## config.mk

```make
export PLATFORM = sky130hd
export DESIGN_NAME = lc3_mem_arbiter
export DESIGN_NICKNAME = d
export VERILOG_FILES = /design/src/rtl/lc3_mem_arbiter.sv
export SDC_FILE = /design/constraint.sdc
export NUM_CORES = 1
export LEC_CHECK = 0
export CORE_MARGIN = 2
export CORE_UTILIZATION = 40
export CTS_BUF_LIST = sky130_fd_sc_hd__clkbuf_8
export DETAILED_ROUTE_END_ITERATION = 16
export PLACE_DENSITY = 0.81
export SLEW_MARGIN = 10
export SYNTH_ARGS = -nofsm -noshare
export SYNTH_HDL_FRONTEND = slang
export SYNTH_SLANG_ARGS = --single-unit
```

## constraint.sdc

```tcl
create_clock -name clk -period 3 [get_ports clk]
set_input_delay 0.75 -clock clk [delete_from_list [all_inputs] [get_ports clk]]
set_output_delay 0.75 -clock clk [all_outputs]
set_load 0.05 [all_outputs]
```

## src/rtl/lc3_mem_arbiter.sv

```systemverilog
`default_nettype none
// lc3_mem_arbiter: CPU/debug arbiter onto one shared single-cycle memory port.
// Macro LC3_ARB_ROUND_ROBIN_EN alternates simultaneous winners; otherwise debug always wins.
module lc3_mem_arbiter (
  input  logic        clk,
  input  logic        reset,
  input  logic        cpu_req,
  input  logic        cpu_we,
  input  logic [15:0] cpu_addr,
  input  logic [15:0] cpu_wdata,
  output logic        cpu_gnt,
  output logic        cpu_rvalid,
  output logic [15:0] cpu_rdata,
  input  logic        dbg_req,
  input  logic        dbg_we,
  input  logic [15:0] dbg_addr,
  input  logic [15:0] dbg_wdata,
  output logic        dbg_gnt,
  output logic        dbg_rvalid,
  output logic [15:0] dbg_rdata,
  output logic [15:0] mem_addr,
  output logic [15:0] mem_wdata,
  output logic        mem_we,
  input  logic [15:0] mem_rdata,
  output logic        busy
);

  typedef enum logic [1:0] {
    IDLE    = 2'd0,
    ACC_CPU = 2'd1,
    ACC_DBG = 2'd2
  } state_t;

  state_t      state;
  logic        acc_we;
  logic [15:0] acc_addr;
  logic [15:0] acc_wdata;
  logic        cpu_win;
  logic        dbg_win;

`ifdef LC3_ARB_ROUND_ROBIN_EN
  logic last_winner_dbg;

  // On contention the requester that did not win last time goes first.
  always_comb begin
    cpu_win = 1'b0;
    dbg_win = 1'b0;
    if (state == IDLE) begin
      if (cpu_req && dbg_req) begin
        cpu_win = last_winner_dbg;
        dbg_win = !last_winner_dbg;
      end else begin
        cpu_win = cpu_req;
        dbg_win = dbg_req;
      end
    end
  end

  always_ff @(posedge clk or posedge reset) begin
    if (reset) begin
      last_winner_dbg <= 1'b1;
    end else if (cpu_win || dbg_win) begin
      last_winner_dbg <= dbg_win;
    end
  end
`else
  always_comb begin
    dbg_win = (state == IDLE) && dbg_req;
    cpu_win = (state == IDLE) && cpu_req && !dbg_req;
  end
`endif

  assign cpu_gnt = cpu_win;
  assign dbg_gnt = dbg_win;

  // Access fields are cleared on return to IDLE so the memory port idles at zero.
  always_ff @(posedge clk or posedge reset) begin
    if (reset) begin
      state      <= IDLE;
      acc_we     <= 1'b0;
      acc_addr   <= 16'h0000;
      acc_wdata  <= 16'h0000;
      cpu_rvalid <= 1'b0;
      dbg_rvalid <= 1'b0;
      cpu_rdata  <= 16'h0000;
      dbg_rdata  <= 16'h0000;
    end else begin
      cpu_rvalid <= 1'b0;
      dbg_rvalid <= 1'b0;
      case (state)
        IDLE: begin
          if (dbg_win) begin
            state     <= ACC_DBG;
            acc_we    <= dbg_we;
            acc_addr  <= dbg_addr;
            acc_wdata <= dbg_wdata;
          end else if (cpu_win) begin
            state     <= ACC_CPU;
            acc_we    <= cpu_we;
            acc_addr  <= cpu_addr;
            acc_wdata <= cpu_wdata;
          end
        end
        ACC_CPU: begin
          state     <= IDLE;
          acc_we    <= 1'b0;
          acc_addr  <= 16'h0000;
          acc_wdata <= 16'h0000;
          if (!acc_we) begin
            cpu_rvalid <= 1'b1;
            cpu_rdata  <= mem_rdata;
          end
        end
        ACC_DBG: begin
          state     <= IDLE;
          acc_we    <= 1'b0;
          acc_addr  <= 16'h0000;
          acc_wdata <= 16'h0000;
          if (!acc_we) begin
            dbg_rvalid <= 1'b1;
            dbg_rdata  <= mem_rdata;
          end
        end
        default: state <= IDLE;
      endcase
    end
  end

  assign mem_addr  = acc_addr;
  assign mem_wdata = acc_wdata;
  assign mem_we    = acc_we;
  assign busy      = (state != IDLE);

endmodule
`default_nettype wire
```

==> reports/metrics.cfg, run 1 <==
[cts]
clk_latency_ns = 0.32
cts_resized = 0
cts.reportedPaths.clkPinSlew_ns = 0.07
cts-buffers-inserted = 9
root_buffer = clkbuf_8
htree_levels = 3
cts_tree = done
cts_num_sinks = 69
clockBufferDepth = 2
ctsHoldBuffers = 0
postCtsSetupBuffers = 0

[die]
io_pins = 156
die_y_um = 90.48
initial_utilization_pct = 41.25
die_w_um = 90.48
rows = 31
die-area_mm2 = 0.008187
core-area_mm2 = 0.007253

[placed_design]
dp_hpwl_um = 5686
routabilityCongestion = 0.7040
portBuffers = 155

[logic_synthesis]
syn-num-nets = 294
ys_seq_elements = 69
yosysMostFrequentCell = dfrtp_1
synth_top_area_cell = dfrtp_1
synth_edf_count = 0
netlist_instances = 204
ys_top_cells_by_area = dfrtp_1 58%, mux2_2 12%, mux2i_1 11%
avgSynthCellArea_um2 = 14.66
synth_common_cells = 69 x dfrtp_1, 33 x mux2i_1, 32 x mux2_2
ys.flop_type = dfrtp_1
synth_top_area_share_pct = 57.72
ys_warn_count = 0
seq_area_frac_synth_pct = 57.72
syn_area_mm2 = 0.002992
synth_cell_types = 21
synth_async_sr_flop_share_pct = 100.0

[critical_path]
cp.arrival_ns = 2.06
cp-start-kind = flop
crit_fanout = 6
cpMaxStageDelayCell = clkdlybuf4s50_1
critPathKind = reg -> out
worst_setup_path_end_kind = output pin
crit_required_ns = 2.25
slowest_delay_ns = 0.83
crit_path_frequent_cell = inv_1
crit_chain = inv_1 > ha_1 > inv_1 > clkdlybuf4s50_1
critPathTopFamily = buffers and inverters
worst-path-buf-inv = 3

[timing]
worst_clock_skew_ns = 0.005088
finalSetupTns_ns = 0
setup_violations = 0
period_minus_slack_ns = 2.814
maxSlewHeadroom_pct = 41.93
fin_crit_sh_pct = 93.81
rsz0062_at_grt = false
finalMaxSlewViolations = 0
worst_slew_pin_slew_ns = 0.8711
max_freq_mhz = 355.3
hold_viol = 0

[route]
vias = 2265
wirelength_um = 7429
m1WireLength_um = 3294
drt_iter0_drc = 55
routed.top_layer = met4
wl_met2_um = 3233
ant_nets = 0
dr_wl_met3_um = 789
drtPass1Iterations = 4
vias_per_cell = 4.871
avgRoutedWirePerCell_um = 15.98
drc = 0

[power_and_ir_drop]
p_leak_nw = 2.131
p_comb_share_pct = 60.8
switching_share_pct = 47.30
pwr-share-clk_pct = 12.7
p_int_mw = 3.058
pwr-share-seq_pct = 26.5
power_density_mw_per_mm2 = 1197
p_switching_mw = 2.745
ir_drop_uv = 954.1
power_mw = 5.803

[grt]
grt_overflow_total = 0
antenna_found_initial = 0
grt_usage_pct = 18.86
grt_max_degree = 37
grt_pass1_wl_um = 12320
grt_pass1_vias = 2447

[run_status]
status = completed

[finish]
layout-drive-gt1-share_pct = 17.21
antennaDiodeCount = 0
num-fill-cells = 547
synthToLayoutAreaGrowth_pct = 62.07
nets = 451

[hold_path]
hold_class = reg -> reg

[job]
max_cap_violations = 0

-- state kept, by name, indices dropped and copies added, names as in the netlist --
signal	count
dbg_rvalid	1
cpu_rvalid	1
mem_we	1
mem_wdata	16
cpu_rdata	16
mem_addr	16
state	2
dbg_rdata	16
-- cells by family after synthesis --
| group | share of synthesized area [%] |
|---|---|
| flip-flops | 57.72 |
| buffers and inverters | 3.722 |
| adder cells (fa/ha/maj) | 1.673 |
| AND/OR/NAND/NOR | 2.133 |
| multiplexers | 24.34 |
| AO/OA/AOI/OAI | 10.41 |
-- area by class of cell --
| cell class | instances | area (um^2) | area share, % |
|---|---|---|---|
| Clock inverter | 6 | 62.56 | 1.290 |
| Sequential cell | 69 | 1727 | 35.61 |
| Tap cell | 99 | 123.9 | 2.555 |
| Inverter | 6 | 22.52 | 0.4645 |
| Timing Repair Buffer | 160 | 1622 | 33.45 |
| Clock buffer | 10 | 137.6 | 2.839 |
| Multi-Input combinational cell | 115 | 1154 | 23.79 |
-- worst paths after layout --
path	end	from	slack, ns	cells past startpoint
worst max-delay path	busy	state[0]	0.19	4
worst min-delay path	mem_wdata[13]	mem_wdata[13]	0.49	1
worst max register to register	mem_addr[11]	state[0]	1.09	6
worst min register to register	mem_wdata[13]	mem_wdata[13]	0.49	1
max in group asynchronous	mem_addr[11]	reset	1.49	3
min in group asynchronous	cpu_rdata[2]	reset	0.87	2
-- stage by stage --
stage / utilization [%] / worst slack [ns] / area [um^2] / cells / hold slack (ns)
floorplan: - / 0.5101 / 2992 / 204 / 0.5068
global placement: 64.08 / 0.3275 / 4648 / 449 / 0.4708
detailed placement: 64.08 / 0.3187 / 4648 / 449 / 0.4735
CTS: 66.84 / 0.1543 / 4848 / 465 / 0.4915
global route: 66.84 / 0.03584 / 4848 / 465 / 0.4997
finish: 66.84 / 0.1857 / 4848 / 465 / 0.4869
-- power by group through the flow --
stage / registers, mW / logic (mW) / clock network [mW]
3_5_place_dp: 1.55 / 3.56 / 0
5_1_grt: 1.58 / 3.71 / 0.806
3_3_place_gp: 1.53 / 3.53 / 0
4_1_cts: 1.54 / 3.57 / 0.761
2_1_floorplan: 2.87 / 1.11 / 0
6_report: 1.54 / 3.53 / 0.739
-- layer usage --
metal / up-vias / GRT usage, %
li1: 1058 / -
met1: 1078 / 23.90
met2: 118 / 28.30
met3: 11 / 8.598
met4: 0 / 7.179
met5: - / 0
-- cells in the final DEF (no fill, tap or decap), types with 2 or more instances in the layout --
cell,count
mux2i_1,33
dfrtp_1,69
mux2_2,32
o2bb2ai_1,31
buf_4,4
inv_1,5
clkdlybuf4s50_1,153
ha_1,4
and2_1,2
clkbuf_8,10
buf_12,3
clkinvlp_4,3
o2bb2ai_2,2
clkinv_2,2
(Power assumes the default switching activity.)
==> inputs of run 2 (changes only) <==
--- a/config.mk
+++ b/config.mk
@@ -5,11 +5,12 @@
 export SDC_FILE = /design/constraint.sdc
 export NUM_CORES = 1
 export LEC_CHECK = 0
+export ABC_AREA = 1
 export CORE_MARGIN = 2
 export CORE_UTILIZATION = 40
 export CTS_BUF_LIST = sky130_fd_sc_hd__clkbuf_8
 export DETAILED_ROUTE_END_ITERATION = 16
-export PLACE_DENSITY = 0.81
+export PLACE_DENSITY = 0.78
 export SLEW_MARGIN = 10
 export SYNTH_ARGS = -nofsm -noshare
 export SYNTH_HDL_FRONTEND = slang
==> run 2 against run 1 <==
  * Clock-buffer cell count fell by 1
  * Register-to-register slack got worse by 0.02 ns
  * Via count increased by 43%
  * Sequential share of layout area down 2.4 points
  * Critical path type unchanged
  * Critical endpoint unchanged
  * Synthesized area rose by 11%
  * Largest power group unchanged
  * Global-route usage grew 0.22 points
==> reports/metrics.cfg, run 2 <==
[placed_design]
dp_hpwl_um = 6027
routabilityCongestion = 0.8147
portBuffers = 155

[logic_synthesis]
ys_top_cells_by_area = dfrtp_1 52%, nand2_1 23%, nor2_1 7.7%
synth_top_area_share_pct = 52.04
ys.flop_type = dfrtp_1
synth_cell_types = 15
ys_warn_count = 0
synth_common_cells = 205 x nand2_1, 69 x dfrtp_1, 68 x nor2_1
syn_area_mm2 = 0.003318
synth_async_sr_flop_share_pct = 100.0
synth_edf_count = 0
netlist_instances = 465
avgSynthCellArea_um2 = 7.136
ys_seq_elements = 69
synth_top_area_cell = dfrtp_1
seq_area_frac_synth_pct = 52.04
syn-num-nets = 555
yosysMostFrequentCell = nand2_1

[route]
wirelength_um = 8343
avgRoutedWirePerCell_um = 11.52
vias = 3236
ant_nets = 0
drtPass1Iterations = 5
drt_iter0_drc = 51
dr_wl_met3_um = 813
routed.top_layer = met4
vias_per_cell = 4.470
wl_met2_um = 3859
drc = 0
m1WireLength_um = 3514

[critical_path]
cp-start-kind = flop
worst_setup_path_end_kind = output pin
crit_fanout = 6
crit_required_ns = 2.25
critPathKind = reg -> out
cp.arrival_ns = 1.99

[finish]
nets = 704
layout.area.seq_mm2 = 0.001727
multi_input_area_mm2 = 0.001274
postLayoutCoreUtil_pct = 63.93
synthToLayoutAreaGrowth_pct = 56.71
layout-drive-gt1-share_pct = 4.685
final_common_cell = nand2_1
antennaDiodeCount = 0
layout_common_cells = 204 x nand2_1, 153 x clkdlybuf4s50_1, 69 x dfrtp_1, 68 x nor2_1, 57 x inv_1
num-fill-cells = 718

[cts]
htree_levels = 3
cts_tree = done
cts_num_sinks = 69
ctsHoldBuffers = 0
postCtsSetupBuffers = 0
root_buffer = clkbuf_8
clockBufferDepth = 2
cts.reportedPaths.clkPinSlew_ns = 0.08
cts_resized = 0
clk_latency_ns = 0.34
cts-buffers-inserted = 9

[die]
core-area_mm2 = 0.008134
initial_utilization_pct = 40.79
io_pins = 156
die_y_um = 95.08
die_w_um = 95.08
die-area_mm2 = 0.009040
rows = 33

[timing]
hold_viol = 0
worst_clock_skew_ns = 0.006892
maxSlewHeadroom_pct = 34.89
finalMaxSlewViolations = 0
worst_slew_pin_slew_ns = 0.9742
setup_violations = 0
rsz0062_at_grt = false
fin_crit_sh_pct = 91.45
max_freq_mhz = 364.5
period_minus_slack_ns = 2.743
finalSetupTns_ns = 0

[grt]
grt_pass1_vias = 3082
grt_overflow_total = 0
grt_usage_pct = 19.09
antenna_found_initial = 0
grt_max_degree = 70
grt_pass1_wl_um = 13410

[power_and_ir_drop]
p_leak_nw = 2.755
ir_drop_uv = 612.8
power_density_mw_per_mm2 = 1288

[run_status]
status = completed

[hold_path]
hold_class = reg -> reg

[job]
max_cap_violations = 0

## run 2: final timing paths
| path | slack, ns | cells after the start | from | to |
|---|---|---|---|---|
| min in group asynchronous | 0.81 | 3 | reset | mem_addr[11] |
| setup / recovery | 0.26 | 4 | state[0] | busy |
| setup reg to reg | 1.07 | 8 | state[0] | mem_addr[4] |
| max in group asynchronous | 1.91 | 3 | reset | mem_addr[3] |
| hold reg to reg | 0.48 | 2 | mem_wdata[11] | mem_wdata[11] |
| hold / removal | 0.48 | 2 | mem_wdata[11] | mem_wdata[11] |
## run 2: stage by stage
stage               hold slack, ns  area, um^2  power [mW]  setup slack, ns  cells
finish                      0.4784        5200       6.697           0.2565    724
global placement            0.4621        4979       5.825           0.6056    708
floorplan                   0.5513        3318       4.536           0.5101    465
global route                0.4966        5200       7.188           0.1510    724
detailed placement          0.4645        4979       5.911           0.5745    708
CTS                         0.4856        5200       6.775           0.2268    724
## run 2: cell families after synthesis
group / Yosys count / share of synthesized area [%]
AND/OR/NAND/NOR: 276 / 31.64
buffers and inverters: 82 / 9.653
flip-flops: 69 / 52.04
AO/OA/AOI/OAI: 34 / 5.166
adder cells (fa/ha/maj): 4 / 1.508
## run 2: per-layer routing
layer	track usage, %	vias up
li1	-	1660
met1	22.18	1434
met2	31.28	128
met3	7.747	14
met4	7.850	0
met5	0	-
## run 2: final cells by class
cell class | count | share of cell area, %
inverters | 60 | 4.331
well taps | 105 | 2.526
flip-flops and latches | 69 | 33.21
multi-input cells | 314 | 24.49
clock inverters | 7 | 1.877
clock buffers | 9 | 2.382
repair buffers | 160 | 31.18
## run 2: report_power, final
| group | switching (mW) | internal (mW) |
|---|---|---|
| Combinational | 2.90 | 1.35 |
| Clock | 0.365 | 0.472 |
| Sequential | 0.226 | 1.39 |
| Total | 3.49 | 3.21 |
## run 2: critical path, cell delays in order (launching register included)
cell             delay, ns
dfrtp_1               0.35
inv_1                 0.09
ha_1                  0.28
inv_1                 0.10
clkdlybuf4s50_1       0.83
==> inputs of run 3 (changes only) <==
--- a/config.mk
+++ b/config.mk
@@ -9,6 +9,7 @@
 export CORE_MARGIN = 2
 export CORE_UTILIZATION = 40
 export CTS_BUF_LIST = sky130_fd_sc_hd__clkbuf_8
+export CTS_CLUSTER_SIZE = 8
 export DETAILED_ROUTE_END_ITERATION = 16
 export PLACE_DENSITY = 0.78
 export SLEW_MARGIN = 10
==> results of run 3 <==
Final layout, timing and power as in run 2 (identical DEF).
